<file path="config.mk">
export PLATFORM = sky130hd
export DESIGN_NAME = tx_resp_sched
export DESIGN_NICKNAME = d
export VERILOG_FILES = /design/src/rtl/tx_resp_sched.sv
export SDC_FILE = /design/constraint.sdc
export NUM_CORES = 1
export LEC_CHECK = 0
export ABC_AREA = 1
export CAP_MARGIN = 30
export CORE_ASPECT_RATIO = 1.4
export CORE_MARGIN = 2
export CORE_UTILIZATION = 29
export CTS_CLUSTER_DIAMETER = 120
export DETAILED_ROUTE_END_ITERATION = 6
export PLACE_DENSITY = 0.43
export SLEW_MARGIN = 20
export SYNTH_ARGS = -nofsm -noshare
export SYNTH_HDL_FRONTEND = slang
export SYNTH_SLANG_ARGS = --single-unit
</file>
<file path="constraint.sdc">
create_clock -name CLK -period 3 [get_ports CLK]
set_input_delay 0.3 -clock CLK [delete_from_list [all_inputs] [get_ports CLK]]
set_output_delay 0.3 -clock CLK [all_outputs]
set_load 0.02 [all_outputs]
</file>
<file path="src/rtl/tx_resp_sched.sv">
// Response scheduler: queues ALU (2-byte) and RF (1-byte) results and serialises them to a UART.
// Strobe-to-TX_VALID latency is 2 cycles from idle; a byte is held until TX_BUSY acknowledges it.
module tx_resp_sched #(
  parameter int DATA_WIDTH = 8,
  parameter int DEPTH      = 4
) (
  input  logic                    CLK,
  input  logic                    RST,
  input  logic                    ALU_SEND,
  input  logic [2*DATA_WIDTH-1:0] ALU_DATA,
  input  logic                    RF_SEND,
  input  logic [DATA_WIDTH-1:0]   RF_DATA,
  input  logic                    TX_BUSY,
  input  logic                    OVF_CLR,
  output logic                    TX_VALID,
  output logic [DATA_WIDTH-1:0]   TX_DATA,
  output logic                    Q_FULL,
  output logic                    Q_EMPTY,
  output logic                    OVERFLOW,
  output logic                    SCHED_BUSY
);
  localparam int W2 = 2 * DATA_WIDTH;
  localparam int EW = W2 + 1;
  localparam int AW = $clog2(DEPTH);
  localparam int CW = AW + 1;

  typedef enum logic [2:0] {IDLE, SEND_LO, WAIT_LO, SEND_HI, WAIT_HI} state_t;

  logic [EW-1:0]         mem_q [DEPTH];
  logic [AW-1:0]         wptr_q, wptr_d, rptr_q, rptr_d;
  logic [CW-1:0]         count_q, count_d, free_slots;
  logic                  ovf_q, ovf_d;
  logic                  alu_ok, rf_ok, drop, pop;
  logic [EW-1:0]         head;
  state_t                state_q;
  logic [DATA_WIDTH:0]   frame_q;
  logic                  tx_valid_q;
  logic [DATA_WIDTH-1:0] tx_data_q;

  // Admission is judged on start-of-cycle occupancy; ALU gets the first free slot.
  always_comb begin
    free_slots = CW'(DEPTH) - count_q;
    alu_ok     = ALU_SEND && (free_slots != '0);
    rf_ok      = RF_SEND && (alu_ok ? (free_slots >= CW'(2)) : (free_slots != '0));
    drop       = (ALU_SEND && !alu_ok) || (RF_SEND && !rf_ok);
    pop        = (state_q == IDLE) && (count_q != '0);
    head       = mem_q[rptr_q];
    count_d    = count_q + CW'(alu_ok) + CW'(rf_ok) - CW'(pop);
    wptr_d     = wptr_q + AW'(alu_ok) + AW'(rf_ok);
    rptr_d     = rptr_q + AW'(pop);
    ovf_d      = drop ? 1'b1 : (OVF_CLR ? 1'b0 : ovf_q);
  end

  always_ff @(posedge CLK or negedge RST) begin
    if (!RST) begin
      for (int i = 0; i < DEPTH; i++) mem_q[i] <= '0;
      wptr_q  <= '0;
      rptr_q  <= '0;
      count_q <= '0;
      ovf_q   <= 1'b0;
    end else begin
      if (alu_ok) mem_q[wptr_q] <= {1'b1, ALU_DATA};
      if (rf_ok)  mem_q[alu_ok ? wptr_q + AW'(1) : wptr_q] <= {1'b0, DATA_WIDTH'(0), RF_DATA};
      wptr_q  <= wptr_d;
      rptr_q  <= rptr_d;
      count_q <= count_d;
      ovf_q   <= ovf_d;
    end
  end

  // The frame keeps only the type bit and high byte; the low byte goes straight to TX_DATA at pop.
  always_ff @(posedge CLK or negedge RST) begin
    if (!RST) begin
      state_q    <= IDLE;
      frame_q    <= '0;
      tx_valid_q <= 1'b0;
      tx_data_q  <= '0;
    end else begin
      case (state_q)
        IDLE: if (pop) begin
          state_q    <= SEND_LO;
          frame_q    <= {head[W2], head[W2-1:DATA_WIDTH]};
          tx_valid_q <= 1'b1;
          tx_data_q  <= head[DATA_WIDTH-1:0];
        end
        SEND_LO: if (TX_BUSY) begin
          state_q    <= WAIT_LO;
          tx_valid_q <= 1'b0;
          tx_data_q  <= '0;
        end
        WAIT_LO: if (!TX_BUSY) begin
          if (frame_q[DATA_WIDTH]) begin
            state_q    <= SEND_HI;
            tx_valid_q <= 1'b1;
            tx_data_q  <= frame_q[DATA_WIDTH-1:0];
          end else begin
            state_q    <= IDLE;
          end
        end
        SEND_HI: if (TX_BUSY) begin
          state_q    <= WAIT_HI;
          tx_valid_q <= 1'b0;
          tx_data_q  <= '0;
        end
        WAIT_HI: if (!TX_BUSY) state_q <= IDLE;
        default: begin
          state_q    <= IDLE;
          tx_valid_q <= 1'b0;
          tx_data_q  <= '0;
        end
      endcase
    end
  end

  assign TX_VALID   = tx_valid_q;
  assign TX_DATA    = tx_data_q;
  assign Q_FULL     = (count_q == CW'(DEPTH));
  assign Q_EMPTY    = (count_q == '0);
  assign OVERFLOW   = ovf_q;
  assign SCHED_BUSY = (state_q != IDLE) || (count_q != '0);
endmodule

</file>
==> impl_metrics.yaml, run 1 <==
place:
  placedInstanceArea_mm2: 0.00657
  detailedPlace.worstSlack_ns: 0.458
  detailedPlacementHpwl_mm: 13.3
  dpl.cell_count: 1087
  place.gp.congestion: 0.761
  buffer_ports.inserted: 42
synthesis:
  synth-seq-area-share_pct: 40.6
  average_cell_area_after_synthesis_um2: 7.34
  synth_top_cells_by_area: "sky130_fd_sc_hd__dfrtp_1 (41%), sky130_fd_sc_hd__nand2_1 (23%), sky130_fd_sc_hd__nand3_1 (5.4%)"
  syn_area_mm2: 0.00598
  yosysWarnings: 0
  synth_largest_area_cell: "sky130_fd_sc_hd__dfrtp_1"
  postSynthRegisterBits: 97
  synth_nets: 858
  synth_largest_type_area_fraction_pct: 40.6
  synthCells: 815
  post_synth_num_cell_types: 36
floorplanning:
  core_region_area_mm2: 0.0204
  placementRows: 62
  number_of_placed_i_o_pins: 43
  floorplan.die.height_um: 174
  die-area_mm2: 0.0218
  initial_utilization_pct: 29.3
  fp.dieW_um: 125
clocking:
  cts-htree-levels: 3
  clockBufferDepth: 2
  cts_hold_buf: 0
  clk_tree_root_cell: "sky130_fd_sc_hd__clkbuf_16"
  cts.clk_slew.worst_paths_ns: 0.07
  worst_skew_pair.late_latency_ns: 0.35
  tritoncts: "yes"
  postCtsSetupBuffers: 0
  numClockSinks: 97
  tritoncts.num_buffers: 9
  post_cts_resized: 0
setup_path:
  reg2reg_to: "count_q[1]"
  critical_path_required_ns: 3.23
  arrival_ns: 2.78
  ff2ff_path_depth: 9
  end_kind: "flip-flop"
  worstPathMaxFanout: 13
  setup.worst_path.start_class: "flip-flop"
  r2r_setup_slk_ns: 0.45
  critPathKind: "flip-flop to flip-flop"
  r2r_start: "count_q[1]"
sta:
  finalSetupViolCount: 0
  slew-limit-headroom_pct: 52.7
  fin_crit_sh_pct: 85.1
  maxClockFrequency_mhz: 392
  setup_repair_after_global_routing_missed_its_margin: "false"
  worst_slew_pin_slew_ns: 0.709
  timing.clock.skew_ns: 0.0101
  period_needed_ns: 2.55
  slew_viol_final: 0
  worst_setup_slack_final_ns: 0.447
  fin_worst_hold_slack_ns: -0.0226
  setup-tns-final_ns: 0
  timing.final.hold_violations: 9
drt:
  postRouteWirelength_mm: 19.4
  vias_post_dr: 5359
  vias_per_cell: 4.86
  drt_pass1_iterations: 4
  detail_route.drc_violations: 0
  avgRoutedWirePerCell_um: 17.6
  drtIter0Drc: 326
  drtAntennaViolNets: 0
status:
  outcome: "complete, but fails checks"
  failing_checks: "negative hold slack"
power_and_ir_drop:
  total_power_mw: 7.94
  power.density_mw_per_mm2: 1150
  total_leakage_power_nw: 3.51
  vdd_ir_drop_max_v: 0.000334
global_route:
  grt_pass1_vias: 5430
  globalRouteTotalUtil_pct: 18.4
  grt_first_pass_wirelength_mm: 31.5
  globalRouteOverflowTotal: 0
  initial_antenna_violation_count: 0
  grt_max_degree: 50
final_layout:
  layout.cells.most_common: "sky130_fd_sc_hd__nand2_1"
  proportion_of_layout_cells_with_a_drive_suffix_above_1_pct: 7.80
  nFillCells: 2209
  design.final.nets: 885
  layout.cell_area.non_filler_mm2: 0.00689
  finish.cell_count_without_fillers: 1102
  final_cell_mix: "sky130_fd_sc_hd__nand2_1 (359), sky130_fd_sc_hd__dfrtp_1 (97), sky130_fd_sc_hd__nand3_1 (65), sky130_fd_sc_hd__clkdlybuf4s50_1 (40)"
  area_delta_synth_final_pct: 15.1
  post-route-util_pct: 33.8
  diodes: 0
worst_hold_path:
  hp-class: "input port to async pin"
job:
  drv.max_cap_violation_count: 0
==> per-layer routing <==
metal	track usage, %	vias up	share of wire [%]
met2	32.7	87	52
met5	0	-	0
li1	-	2688	-
met3	1.94	24	2.1
met1	23.4	2560	44
met4	6.20	0	2.2
==> cells in the mapped netlist, drive strengths merged <==
cell	instances
clkinv	1
buf	41
o21a	4
xnor2	2
clkbuf	2
or2	1
nand2	368
o21ai	35
o211ai	2
dfrtp	97
ha	10
a21boi	31
fa	3
xor2	2
nand4	33
o31ai	1
nor3	1
nand3	73
nor2	30
inv	44
a21oi	34
==> flip-flops by register name (all words and copies together) (netlist names), 2 cells and up <==
name and flops:
TX_DATA 8, rptr_q 2, count_q 3, state_q 3, frame_q 9, wptr_q 2
mem_q 68
==> worst max-delay path, stage by stage, from the launching register on <==
cell and delay [ns]:
sky130_fd_sc_hd__dfrtp_1 0.39, sky130_fd_sc_hd__inv_1 0.09, sky130_fd_sc_hd__ha_1 0.20, sky130_fd_sc_hd__ha_1 0.24
sky130_fd_sc_hd__inv_4 0.20, sky130_fd_sc_hd__nand2_4 0.10, sky130_fd_sc_hd__ha_1 0.32, sky130_fd_sc_hd__fa_1 0.38
sky130_fd_sc_hd__inv_1 0.09, sky130_fd_sc_hd__fa_1 0.41
==> final cells by class <==
class | count | area (um^2) | share of cell area [%]
timing repair buffer | 59 | 566 | 8.21
tap | 256 | 320 | 4.65
multi-input combinational | 630 | 3080 | 44.8
clock buffer | 13 | 280 | 4.07
clock inverter | 2 | 35.0 | 0.509
inverter | 45 | 174 | 2.53
sequential | 97 | 2430 | 35.2
==> how the worst max path moves through the flow <==
stage	start	to	slack [ns]	cells after the start
5_1_grt	count_q[1]	mem_q[13]	0.31	9
6_report	count_q[1]	count_q[1]	0.45	9
4_1_cts	count_q[1]	count_q[1]	0.44	9
3_3_place_gp	count_q[1]	count_q[1]	0.49	9
2_1_floorplan	count_q[1]	count_q[1]	0.31	9
3_5_place_dp	count_q[1]	count_q[1]	0.46	9
==> where the power goes <==
group | total, mW | internal [mW] | switching [mW]
combinational | 4.47 | 1.47 | 2.99
sequential | 2.22 | 1.87 | 0.348
clock | 1.26 | 0.733 | 0.523
==> cell families after synthesis <==
family | count (synthesis) | share of synthesized area [%]
adder cells (fa/ha/maj) | 13 | 3.09
XOR/XNOR | 4 | 0.586
AO/OA/AOI/OAI | 107 | 10.5
flip-flops | 97 | 40.6
buffers and inverters | 88 | 7.90
AND/OR/NAND/NOR | 506 | 37.3
No activity file was read; power rests on OpenSTA's default activity.
==> run 2: changes to the inputs <==
Settings changed: PLACE_DENSITY 0.43 to 0.45.
Clock period 3 ns to 2.3 ns, I/O delays scaled along.
==> run 2 against run 1 <==
  * Die area did not move
  * Critical endpoint is now count_q[2]
  * Combinational power rose by 37%
  * The run now ends clean
  * Wire length fell by 0.32%
  * Design area rose by 2.2%
==> impl_metrics.yaml, run 2 (synthesis gave the netlist of run 1 again) <==
drt:
  postRouteWirelength_mm: 19.4
  vias_post_dr: 5437
  drtIter0Drc: 295
  avgRoutedWirePerCell_um: 17.4
  detail_route.drc_violations: 0
  drtAntennaViolNets: 0
  vias_per_cell: 4.88
  drt_pass1_iterations: 6
power_and_ir_drop:
  p_switching_mw: 5.15
  p_int_mw: 5.41
  power.switching_fraction_pct: 48.8
  power.combinational.fraction_pct: 58.2
  total_power_mw: 10.6
  clock_power_share_pct: 14.9
  total_leakage_power_nw: 3.56
  vdd_ir_drop_max_v: 0.000556
  p_seq_share_pct: 26.9
  power.density_mw_per_mm2: 1500
setup_path:
  r2r_setup_slk_ns: 0.13
  worstPathMaxFanout: 10
  crit_path_top_delay_cell: "sky130_fd_sc_hd__fa_1"
  setup.worst_path.start_class: "flip-flop"
  critical_path_cell_by_cell: "inv_2 > ha_4 > ha_4 > inv_6 > nand2_4 > ha_4 > fa_2 > inv_2 > fa_1 > xor2_1"
  end_kind: "flip-flop"
  worst_path_most_repeated_cell: "sky130_fd_sc_hd__ha_4"
  critical-path-max-stage-delay_ns: 0.39
  critical_path_required_ns: 2.54
  arrival_ns: 2.41
  critPathKind: "flip-flop to flip-flop"
  critical_path.top_delay_family: "adder cells"
  buffers_and_inverters_on_the_worst_path: 3
clocking:
  clockBufferDepth: 2
  tritoncts.num_buffers: 9
  cts-htree-levels: 3
  tritoncts: "yes"
  clk_tree_root_cell: "sky130_fd_sc_hd__clkbuf_16"
  cts.clk_slew.worst_paths_ns: 0.07
  worst_skew_pair.late_latency_ns: 0.36
  numClockSinks: 97
final_layout:
  finish.cell_count_without_fillers: 1115
  design.final.nets: 897
  registers.top_by_ff_count: "mem_q"
  diodes: 0
  layout.cell_area.non_filler_mm2: 0.00704
  proportion_of_layout_cells_with_a_drive_suffix_above_1_pct: 10.0
  layout.cells.most_common: "sky130_fd_sc_hd__nand2_1"
  final_cell_mix: "sky130_fd_sc_hd__nand2_1 (359), sky130_fd_sc_hd__dfrtp_1 (97), sky130_fd_sc_hd__nand3_1 (65), sky130_fd_sc_hd__clkdlybuf4s50_1 (40), sky130_fd_sc_hd__a21oi_1 (34)"
  area_delta_synth_final_pct: 17.6
  max_ffs_per_register: 68
global_route:
  initial_antenna_violation_count: 0
  grt_pass1_vias: 5584
  grt_first_pass_wirelength_mm: 31.3
  grt_max_degree: 44
  globalRouteOverflowTotal: 0
  globalRouteTotalUtil_pct: 18.4
sta:
  slew-limit-headroom_pct: 60.3
  worst_slew_pin_slew_ns: 0.595
  setup_repair_after_global_routing_missed_its_margin: "false"
  fin_crit_sh_pct: 94.5
  worst_setup_slack_final_ns: 0.126
  finalSetupViolCount: 0
  timing.final.hold_violations: 0
  period_needed_ns: 2.17
  timing.clock.skew_ns: 0.0135
  maxClockFrequency_mhz: 460
  slew_viol_final: 0
place:
  detailedPlace.worstSlack_ns: 0.0642
  place.gp.congestion: 0.778
  detailedPlacementHpwl_mm: 13.8
  dpl.cell_count: 1097
  placedInstanceArea_mm2: 0.00673
  buffer_ports.inserted: 42
floorplanning:
  placementRows: 62
  number_of_placed_i_o_pins: 43
  core_region_area_mm2: 0.0204
  die-area_mm2: 0.0218
  fp.dieW_um: 125
  initial_utilization_pct: 29.3
  floorplan.die.height_um: 174
status:
  outcome: "completed"
worst_hold_path:
  hp-class: "input port to flip-flop"
job:
  drv.max_cap_violation_count: 0
run 2: cell types whose count changed in the layout (fill, tap and decap cells not counted), moves of 2 or more:
| cell | before | now |
|---|---|---|
| sky130_fd_sc_hd__buf_4 | 16 | 25 |
| sky130_fd_sc_hd__ha_4 | 0 | 4 |
| sky130_fd_sc_hd__inv_6 | 0 | 2 |
| sky130_fd_sc_hd__clkbuf_8 | 4 | 0 |
| sky130_fd_sc_hd__inv_2 | 8 | 11 |
| sky130_fd_sc_hd__buf_12 | 2 | 4 |
| sky130_fd_sc_hd__clkinv_2 | 1 | 3 |
| sky130_fd_sc_hd__inv_1 | 34 | 31 |
| sky130_fd_sc_hd__ha_1 | 10 | 6 |
run 2: path summary, 6_finish.rpt:
| path | from | endpoint | cells past startpoint |
|---|---|---|---|
| worst max-delay path | count_q[1] | count_q[2] | 10 |
| worst min-delay path | ALU_SEND | OVERFLOW | 3 |
| worst max register to register | count_q[1] | count_q[2] | 10 |
| worst min register to register | TX_DATA[6] | TX_DATA[6] | 2 |
| max in group asynchronous | RST | TX_DATA[3] | 3 |
| min in group asynchronous | RST | wptr_q[1] | 2 |
run 2: worst min-delay path, stage by stage:
cell and delay [ns]:
sky130_fd_sc_hd__buf_2 0.15, sky130_fd_sc_hd__nand2_1 0.07, sky130_fd_sc_hd__o211ai_1 0.08
run 2: power by group through the flow:
stage | clock (mW) | sequential (mW) | combinational (mW)
4_1_cts | 1.62 | 2.85 | 6.23
6_report | 1.57 | 2.84 | 6.14
3_5_place_dp | 0 | 2.87 | 6.20
2_1_floorplan | 0 | 2.82 | 4.42
5_1_grt | 1.70 | 2.92 | 6.97
3_3_place_gp | 0 | 2.87 | 6.18
run 2: layer usage:
layer	wire [um]	track usage [%]	share of wire, %
met1	8300	22.2	43
met2	10200	33.5	53
met3	490	2.68	2.5
met4	369	5.74	1.9
met5	0	0	0
run 2: what timing repair did:
action | in CTS | in global routing
buffers inserted | 0 | 1
hold endpoints to repair | 37 | 0
hold buffers | 1 | 0
endpoints found under the setup margin | 0 | 2
resized for setup | 0 | 0
run 2: stage by stage:
step	TNS [ns]	util (%)	hold WS, ns
finish	0	34.5	0.224
global route	0	34.5	0.225
CTS	0	34.5	0.220
detailed placement	0	33.0	0.264
global placement	0	33.0	0.270
floorplan	-0.0728	-	-0.0656
run 2: layout make-up:
type | instances | area, um^2
Multi-Input combinational cell | 630 | 3140
Inverter | 45 | 176
Timing Repair Buffer | 71 | 683
Clock inverter | 7 | 70.1
Fill cell | 2238 | 13400
Clock buffer | 9 | 225
Sequential cell | 97 | 2430
Tap cell | 256 | 320
==> run 3: changes to the inputs <==
--- a/config.mk
+++ b/config.mk
@@ -14,2 +14,3 @@
 export DETAILED_ROUTE_END_ITERATION = 6
+export MAX_ROUTING_LAYER = met4
 export PLACE_DENSITY = 0.45
--- a/constraint.sdc
+++ b/constraint.sdc
@@ -3,2 +3,2 @@
 set_output_delay 0.23 -clock CLK [all_outputs]
-set_load 0.02 [all_outputs]
+set_load 0.01 [all_outputs]
==> run 3 against run 2 <==
  * Maximum frequency is 1.8% lower
  * Hold slack gained 0.0099 ns
  * Register-to-register slack got worse by 0.04 ns
  * Critical path depth decreased by 4
  * Global-route usage is 1.2 points higher
  * Clock power rose by 18%
  * Final cell count grew 0.18%
  * Highest routed layer unchanged
==> impl_metrics.yaml, run 3 (synthesis gave the netlist of run 1 again) <==
status:
  outcome: "completed"
final_layout:
  nFillCells: 2162
  diodes: 0
  layout.cells.most_common: "sky130_fd_sc_hd__nand2_1"
  design.final.nets: 899
  final_cell_mix: "sky130_fd_sc_hd__nand2_1 (359), sky130_fd_sc_hd__dfrtp_1 (97), sky130_fd_sc_hd__nand3_1 (65), sky130_fd_sc_hd__clkdlybuf4s50_1 (40), sky130_fd_sc_hd__a21oi_1 (34)"
  max_ffs_per_register: 68
  area_delta_synth_final_pct: 18.7
  registers.top_by_ff_count: "mem_q"
  layout.cell_area.non_filler_mm2: 0.00710
  proportion_of_layout_cells_with_a_drive_suffix_above_1_pct: 10.1
floorplanning:
  number_of_placed_i_o_pins: 43
  core_region_area_mm2: 0.0204
  fp.dieW_um: 125
  floorplan.die.height_um: 174
  die-area_mm2: 0.0218
  initial_utilization_pct: 29.3
  placementRows: 62
sta:
  slew_viol_final: 0
  finalSetupViolCount: 0
  fin_worst_hold_slack_ns: 0.234
  maxClockFrequency_mhz: 452
  fin_crit_sh_pct: 96.3
  worst_slew_pin_slew_ns: 0.461
  slew-limit-headroom_pct: 69.2
  timing.clock.skew_ns: 0.00883
  timing.final.hold_violations: 0
  setup_repair_after_global_routing_missed_its_margin: "true"
  worst_setup_slack_final_ns: 0.0853
  period_needed_ns: 2.21
clocking:
  cts-htree-levels: 3
  clk_tree_root_cell: "sky130_fd_sc_hd__clkbuf_16"
  tritoncts.num_buffers: 9
  tritoncts: "yes"
  numClockSinks: 97
  cts.clk_slew.worst_paths_ns: 0.07
  worst_skew_pair.late_latency_ns: 0.36
  clockBufferDepth: 2
power_and_ir_drop:
  total_leakage_power_nw: 3.59
  vdd_ir_drop_max_v: 0.000541
  power.density_mw_per_mm2: 1530
setup_path:
  setup.worst_path.start_class: "flip-flop"
  critical_path.top_delay_family: "buffers and inverters"
  critPathKind: "flip-flop to output pin"
  buffers_and_inverters_on_the_worst_path: 3
  critical_path_cell_by_cell: "inv_2 > ha_4 > ha_4 > buf_4 > nand3_2 > clkdlybuf4s50_1"
  crit_path_top_delay_cell: "sky130_fd_sc_hd__clkdlybuf4s50_1"
  worst_path_most_repeated_cell: "sky130_fd_sc_hd__ha_4"
  ff2ff_path_depth: 8
  critical_path_required_ns: 2.07
  end_kind: "output pin"
  worstPathMaxFanout: 3
  arrival_ns: 1.98
  crit_cells: 6
  critical-path-max-stage-delay_ns: 0.57
global_route:
  grt_max_degree: 59
  grt_first_pass_wirelength_mm: 32.1
  grt_pass1_vias: 5574
  initial_antenna_violation_count: 0
  globalRouteOverflowTotal: 0
  globalRouteTotalUtil_pct: 19.6
place:
  detailedPlacementHpwl_mm: 13.6
  detailedPlace.worstSlack_ns: 0.0736
  buffer_ports.inserted: 42
  placedInstanceArea_mm2: 0.00671
  place.gp.congestion: 0.825
worst_hold_path:
  hp-class: "input port to flip-flop"
  min_path_cells: 3
drt:
  drtAntennaViolNets: 0
  vias_post_dr: 5471
  avgRoutedWirePerCell_um: 17.8
  drtIter0Drc: 380
  postRouteWirelength_mm: 19.9
  vias_per_cell: 4.90
  drt_pass1_iterations: 5
  detail_route.drc_violations: 0
job:
  drv.max_cap_violation_count: 0
==> run 3: changes by cell type in the layout (fill, tap and decap cells not counted), sizes merged <==
| cell | change |
|---|---|
| clkinvlp | -1 |
| inv | -1 |
| clkbuf | +3 |
| bufinv | +2 |
| buf | +2 |
| clkinv | -3 |
==> run 3: metrics by stage <==
step	std cells	utilization (%)	TNS (ns)	power [mW]
2_1_floorplan	815	-	-0.0572	7.17
3_3_place_gp	1097	32.9	0	9.06
3_5_place_dp	1097	32.9	0	9.07
4_1_cts	1114	34.7	0	11.0
5_1_grt	1117	34.8	-0.0115	11.9
6_report	1117	34.8	0	10.9
==> run 3: metal layers <==
layer / track usage [%] / part of all wire (%) / vias up
met5: - / 0 / -
met4: 6.48 / 2.5 / 0
met3: 3.08 / 3.4 / 27
met2: 33.6 / 52 / 123
met1: 23.6 / 42 / 2587
li1: - / - / 2734
==> run 3: worst min-delay path, delay by kind of cell <==
family	cells	cell delay (ns)
and+or+nand+nor	1	0.09
AOI/OAI and AO/OA	1	0.09
buffers and inverters	1	0.14
==> run 3: path summary, 6_finish.rpt <==
path | start | to | slack [ns]
hold reg to reg | TX_DATA[1] | TX_DATA[1] | 0.47
setup reg to reg | count_q[1] | count_q[1] | 0.09
setup / recovery | count_q[1] | SCHED_BUSY | 0.09
hold / removal | ALU_SEND | OVERFLOW | 0.23
max in group asynchronous | RST | mem_q[7] | 1.37
min in group asynchronous | RST | count_q[0] | 0.29
==> run 3: where the power goes <==
group	switching (mW)	internal (mW)	total [mW]
registers	0.403	2.44	2.84
clock network	0.721	1.13	1.85
logic	4.03	2.14	6.17
total	5.15	5.71	10.9
==> run 3: final cells by class <==
class                           instances  area [um^2]  share of cell area, %
Clock buffer                           12          256                   3.61
Clock inverter                          4         98.8                   1.39
Inverter                               45          179                   2.52
Multi-Input combinational cell        630         3140                   44.2
Sequential cell                        97         2430                   34.2
Tap cell                              256          320                   4.51
Timing Repair Buffer                   73          686                   9.65
==> run 3: what timing repair did <==
| item | CTS | global route |
|---|---|---|
| resized for setup | 0 | 1 |
| setup endpoints to repair | 0 | 17 |
| buffers inserted | 0 | 3 |
| hold buffers | 1 | 0 |
| endpoints found under the hold margin | 18 | 0 |
